$ cat src/rtl/shift_iter.sv
// shift_iter: multi-cycle shifter, one bit position per clock.
// Controller handshake: start in IDLE, busy while active, one-cycle done.
module shift_iter #(
    parameter int WIDTH = 16,
    parameter int CW    = 4
) (
    input  logic             clk,
    input  logic             reset,
    input  logic             start,
    input  logic [WIDTH-1:0] in,
    input  logic [1:0]       shift,
    input  logic [CW-1:0]    amt,
    output logic [WIDTH-1:0] sout,
    output logic             busy,
    output logic             done
);

    typedef enum logic [1:0] {
        IDLE  = 2'd0,
        SHIFT = 2'd1,
        DONE  = 2'd2
    } state_t;

    state_t           state_q;
    logic [WIDTH-1:0] sout_q;
    logic [WIDTH-1:0] sout_d;
    logic [1:0]       op_q;
    logic [CW-1:0]    cnt_q;
    logic             busy_q;
    logic             done_q;

    // Single-position step of the captured operation.
    always_comb begin
        sout_d = sout_q;
        unique case (op_q)
            2'b01:   sout_d = {sout_q[WIDTH-2:0], 1'b0};
            2'b10:   sout_d = {1'b0, sout_q[WIDTH-1:1]};
            2'b11:   sout_d = {sout_q[WIDTH-1], sout_q[WIDTH-1:1]};
            default: sout_d = sout_q;
        endcase
    end

    always_ff @(posedge clk or posedge reset) begin
        if (reset) begin
            state_q <= IDLE;
            sout_q  <= '0;
            op_q    <= 2'b00;
            cnt_q   <= '0;
            busy_q  <= 1'b0;
            done_q  <= 1'b0;
        end else begin
            unique case (state_q)
                IDLE: begin
                    done_q <= 1'b0;
                    if (start) begin
                        sout_q <= in;
                        op_q   <= shift;
                        cnt_q  <= amt;
                        busy_q <= 1'b1;
                        // Zero-length work skips straight to the done pulse.
                        if (amt == '0 || shift == 2'b00) begin
                            state_q <= DONE;
                            done_q  <= 1'b1;
                        end else begin
                            state_q <= SHIFT;
                        end
                    end
                end
                SHIFT: begin
                    sout_q <= sout_d;
                    cnt_q  <= cnt_q - CW'(1);
                    if (cnt_q == CW'(1)) begin
                        state_q <= DONE;
                        done_q  <= 1'b1;
                    end
                end
                DONE: begin
                    state_q <= IDLE;
                    busy_q  <= 1'b0;
                    done_q  <= 1'b0;
                end
                default: begin
                    state_q <= IDLE;
                    busy_q  <= 1'b0;
                    done_q  <= 1'b0;
                end
            endcase
        end
    end

    assign sout = sout_q;
    assign busy = busy_q;
    assign done = done_q;

endmodule
$ cat config.mk
export PLATFORM = sky130hd
export DESIGN_NAME = shift_iter
export DESIGN_NICKNAME = d
export VERILOG_FILES = /design/src/rtl/shift_iter.sv
export SDC_FILE = /design/constraint.sdc
export NUM_CORES = 1
export LEC_CHECK = 0
export CORE_UTILIZATION = 40
export CTS_CLUSTER_DIAMETER = 80
export DETAILED_ROUTE_END_ITERATION = 12
export HOLD_SLACK_MARGIN = 0.12
export PLACE_DENSITY = 0.73
export SETUP_SLACK_MARGIN = 0.15
export SYNTH_ARGS = -nofsm -noshare
export SYNTH_HDL_FRONTEND = slang
export SYNTH_SLANG_ARGS = --single-unit
$ cat constraint.sdc
create_clock -name clk -period 2.35 [get_ports clk]
set_input_delay 0.235 -clock clk [delete_from_list [all_inputs] [get_ports clk]]
set_output_delay 0.235 -clock clk [all_outputs]
set_load 0.1 [all_outputs]
* Word level (Yosys, flattened, before mapping)
Index checks and enable logic that the tools add are counted.
Cells by class: $add $sub $neg 1, equal/unequal tests 10, muxes and demuxes 15, bitwise gates (word level) 1, reduce and logical (&&, ||, !) cells 11
Operator list (count):
- 16-bit case mux with 3 select lines | 1
- 16-bit case mux with 2 select lines | 1
- 16-bit 2-to-1 mux | 1
- 4-bit case mux with 2 select lines | 1
- 2-bit AND reduction | 4
- 2-bit 2-to-1 mux | 3
- 2-bit inequality test (second input constant) | 3
- 2-bit by 1-bit equality test with 1-bit output (second input constant) | 2
- 2-bit equality test (second input constant) | 2
- 4-bit by 1-bit equality test with 1-bit output (second input constant) | 1
- 2-bit zero test | 2
- 4-bit zero test | 1
- 1-bit 2-to-1 mux | 4
- 4-bit 2-to-1 mux | 1
- 4-bit by 1-bit inequality test with 1-bit output (second input constant) | 1
- 1-bit case mux with 2 select lines | 2
- 2-bit case mux with 2 select lines | 1
- 4-bit AND reduction | 1
- 4-bit by 1-bit subtractor with 4-bit output (second input constant) | 1
- 3-bit by 1-bit inequality test with 1-bit output (second input constant) | 1
- 3-bit AND reduction | 1
- 2-bit nonzero test | 1
- 1-bit logical OR | 1
- 1-bit inverter | 1
Word-level totals: register bits 26, bits of input ports 25, output and inout port bits 18, word-level logic and storage cells 45

* Depth between registers and ports, before layout
depth in word-level cells 5, gate-level depth with buffers 7, mapped depth without buffers 5

* Least setup slack after synthesis
OpenSTA, ideal clock, no wires.
kind flip-flop to flip-flop, from reg op_q[0], to reg sout_q[10], in the netlist sout[10], library setup time 0.092 ns, data arrival time 1.537 ns, data required time 2.258 ns, path slack 0.720 ns, stages on the path, launching flop included 8, buffers on the path 2, period minus slack after synthesis 1.630 ns, cell sequence dfrtp_1 inv_1 ha_1 and3b_4 or2_1 buf_6 buf_6 o31ai_2
Between the ends: word-level cells in the longest chain between the ends 3, elaborated cells on any way between the ends 7, those cells by class eq/ne: 4; mux: 2; reduce/logical: 1
RTL lines:
- start: declaration | line 27 | logic [1:0] op_q;
- start signal: assignment | line 57 | op_q <= shift;
- 2-bit equality test / 2-bit by 1-bit equality test with 1-bit output (equally long branches) | line 35 | unique case (op_q)
- 16-bit case mux with 3 select lines / 4-bit by 1-bit inequality test with 1-bit output (equally long branches)
- 16-bit case mux with 2 select lines / 3-bit AND reduction (equally long branches)
- end signal: assignment | line 56 | sout_q <= in;
- end signal: assignment | line 70 | sout_q <= sout_d;
- end: declaration | line 25 | logic [WIDTH-1:0] sout_q;
Parallel ways exist; a longest one is shown, timed or not. A chain may end at the register's enable or synchronous reset.

* Worst setup path after layout
from reg op_q[1], to reg sout_q[2], in the netlist sout[2]
The elaborated chain is that of the path after synthesis.

==> results.cfg <==
[run]
maxCapViolCount = 0

[worst_setup_path]
reg2regPathDepth = 4
cp-start-kind = flip-flop
cp.arrival_ns = 2.11
critPathMaxFanout = 16
critPathCaptureType = flip-flop
r2r-end = sout[2]$_DFFE_PP0P_
timing.rr.start = op_q[1]$_DFFE_PP0P_
critPathKind = flip-flop to flip-flop
rrSetupSlack_ns = 0.37
cp.required_ns = 2.48

[global_routing]
grt_antenna_before_repair = 0
grt_max_degree = 27
grt_pass1_wl_mm = 6.88
track_usage = 0.208
grt_pass1_vias = 1434
grt-ovfl-total = 0

[status]
status = finished, final reports clean

[placement]
hpwl_mm = 2.87
portBuffers = 42
dpl-instance-area_mm2 = 0.00201
gp_congestion = 0.848

[routing]
postRouteAntennaNets = 0
highest_layer = met4
wl_met1_mm = 1.80
route.vias.total = 1487
drc_errors = 0
wl_mm = 4.11
wl_met2_mm = 2.06
routedWlPerCell_um = 16.1
vias_per_cell = 5.81
wl_met3_um = 190
drt_iter0_markers = 77
drtPass1Iterations = 4

[synthesis]
ys_ff_latch = 26
syn_nets = 201
yosysUniqueCellTypes = 35
ys_seq_area_frac = 0.401
syn_avg_cell_area_um2 = 9.43
netlist_area_mm2 = 0.00162
synthCells = 172
yosysWarningCount = 0

[floorplanning]
coreArea_mm2 = 0.00377
die_x_um = 65.7
die_area_mm2 = 0.00431
rows = 22
num_io_pins = 43
start_util = 0.430
die_h_um = 65.7

[cells_and_area]
final_nets = 238
mostFrequentLayoutCells = dfrtp_1 (26), clkdlybuf4s50_1 (24), buf_4 (23)
area_growth_pct = 27.4
layout_commonest_cell = dfrtp_1
diodes = 0
drive_above_1_share = 0.192
final_util = 0.548
nFillCells = 350
finalInstanceArea_mm2 = 0.00207

[clock_tree]
cts_max_path_buffers = 2
cts_tree = done
cts_buffers = 3
cts_setup_buffers = 0
cts-resized-gates = 0
worstSkewPairLatency_ns = 0.27
cts_hold_buf = 0
clk_pin_slew_ns = 0.10
cts_htree_levels = 1
clock-root-buffer = clkbuf_8
numClockSinks = 26

[timing]
finClkSkew_ns = 0.00288
rsz0062_at_grt = false
final.period_utilization = 0.841
hold_viol_final = 0
setup_violations = 0
drv_slew = 0
min_period_ns = 1.98
timing.fmax_mhz = 506
slew-limit-headroom = 0.509
worstMarginPinSlew_ns = 0.737
finalSetupTns_ns = 0

[worst_hold_path]
hold_path_class = input port to asynchronous set/reset pin
==> metal layers <==
| layer | up-vias | GRT usage |
|---|---|---|
| met4 | 0 | 0.0679 |
| met1 | 734 | 0.276 |
| met5 | - | 0 |
| met3 | 6 | 0.0330 |
| met2 | 41 | 0.341 |
| li1 | 706 | - |
==> final cells by class <==
class	count	area [um^2]	area share
sequential	26	651	0.315
clock buffer	4	55.1	0.0267
tap	48	60.1	0.0291
inverter	6	22.5	0.0109
timing repair buffer	47	413	0.200
multi-input combinational	125	865	0.419
==> state kept, by name, indices dropped and copies added, names as in the netlist <==
signal,flops
busy,1
sout,16
state_q,2
done,1
op_q,2
cnt_q,4
==> synth_stat cells, drive strengths merged <==
library cell / n / area, um^2
o21a: 15 / 113
nor2: 22 / 82.6
nand2: 2 / 7.51
nor4b: 1 / 8.76
and3b: 2 / 21.3
o32a: 1 / 10.0
clkbuf: 8 / 30.0
o22ai: 2 / 12.5
o221a: 1 / 11.3
mux2i: 2 / 20.0
o21ai: 22 / 110
o22a: 1 / 8.76
nor4: 1 / 6.26
a22o: 1 / 8.76
ha: 4 / 50.1
nor3: 1 / 5.00
o21bai: 1 / 7.51
nand2b: 2 / 12.5
dfrtp: 26 / 651
a211oi: 14 / 105
or2: 1 / 6.26
or2b: 1 / 7.51
buf: 7 / 53.8
mux2: 2 / 22.5
nor3b: 3 / 22.5
a21boi: 1 / 7.51
o31ai: 14 / 150
inv: 6 / 22.5
nor2b: 2 / 12.5
a21oi: 4 / 20.0
a22oi: 2 / 15.0
==> worst max-delay path by stage <==
stage	from	endpoint	slack (ns)	cells past startpoint
finish	op_q[1]$_DFFE_PP0P_	sout[2]$_DFFE_PP0P_	0.37	4
floorplan	op_q[0]$_DFFE_PP0P_	sout[10]$_DFFE_PP0P_	0.72	7
global placement	op_q[0]$_DFFE_PP0P_	sout[1]$_DFFE_PP0P_	0.47	5
detailed placement	op_q[1]$_DFFE_PP0P_	sout[2]$_DFFE_PP0P_	0.41	4
global route	op_q[0]$_DFFE_PP0P_	sout[6]$_DFFE_PP0P_	0.27	6
CTS	op_q[1]$_DFFE_PP0P_	sout[2]$_DFFE_PP0P_	0.37	4
==> cell families (layout without fill, tap and decap cells) <==
group	Yosys count	in the layout	share of synthesized area
AO/OA/AOI/OAI	79	79	0.357
flip-flops	26	26	0.401
AND/OR/NAND/NOR	38	38	0.119
adder cells (fa/ha/maj)	4	4	0.0309
multiplexers	4	4	0.0262
buffers and inverters	21	57	0.0656
==> critical path: stages (launching register included) <==
cell,delay (ns)
dfrtp_1,0.41
ha_1,0.32
and3b_4,0.30
or2_1,0.62
o31ai_1,0.19
==> per-stage QoR <==
stage	worst slack, ns	hold slack, ns	std cells
final	0.375	0.313	256
after global routing	0.272	0.359	256
after CTS	0.371	0.338	256
after detailed placement	0.411	0.504	252
after global placement	0.474	0.488	252
after floorplan	0.720	0.275	172
Power is left out: the tool's default activity adds up to more than one toggle a clock period on the data nets, which glitch-free logic cannot reach.
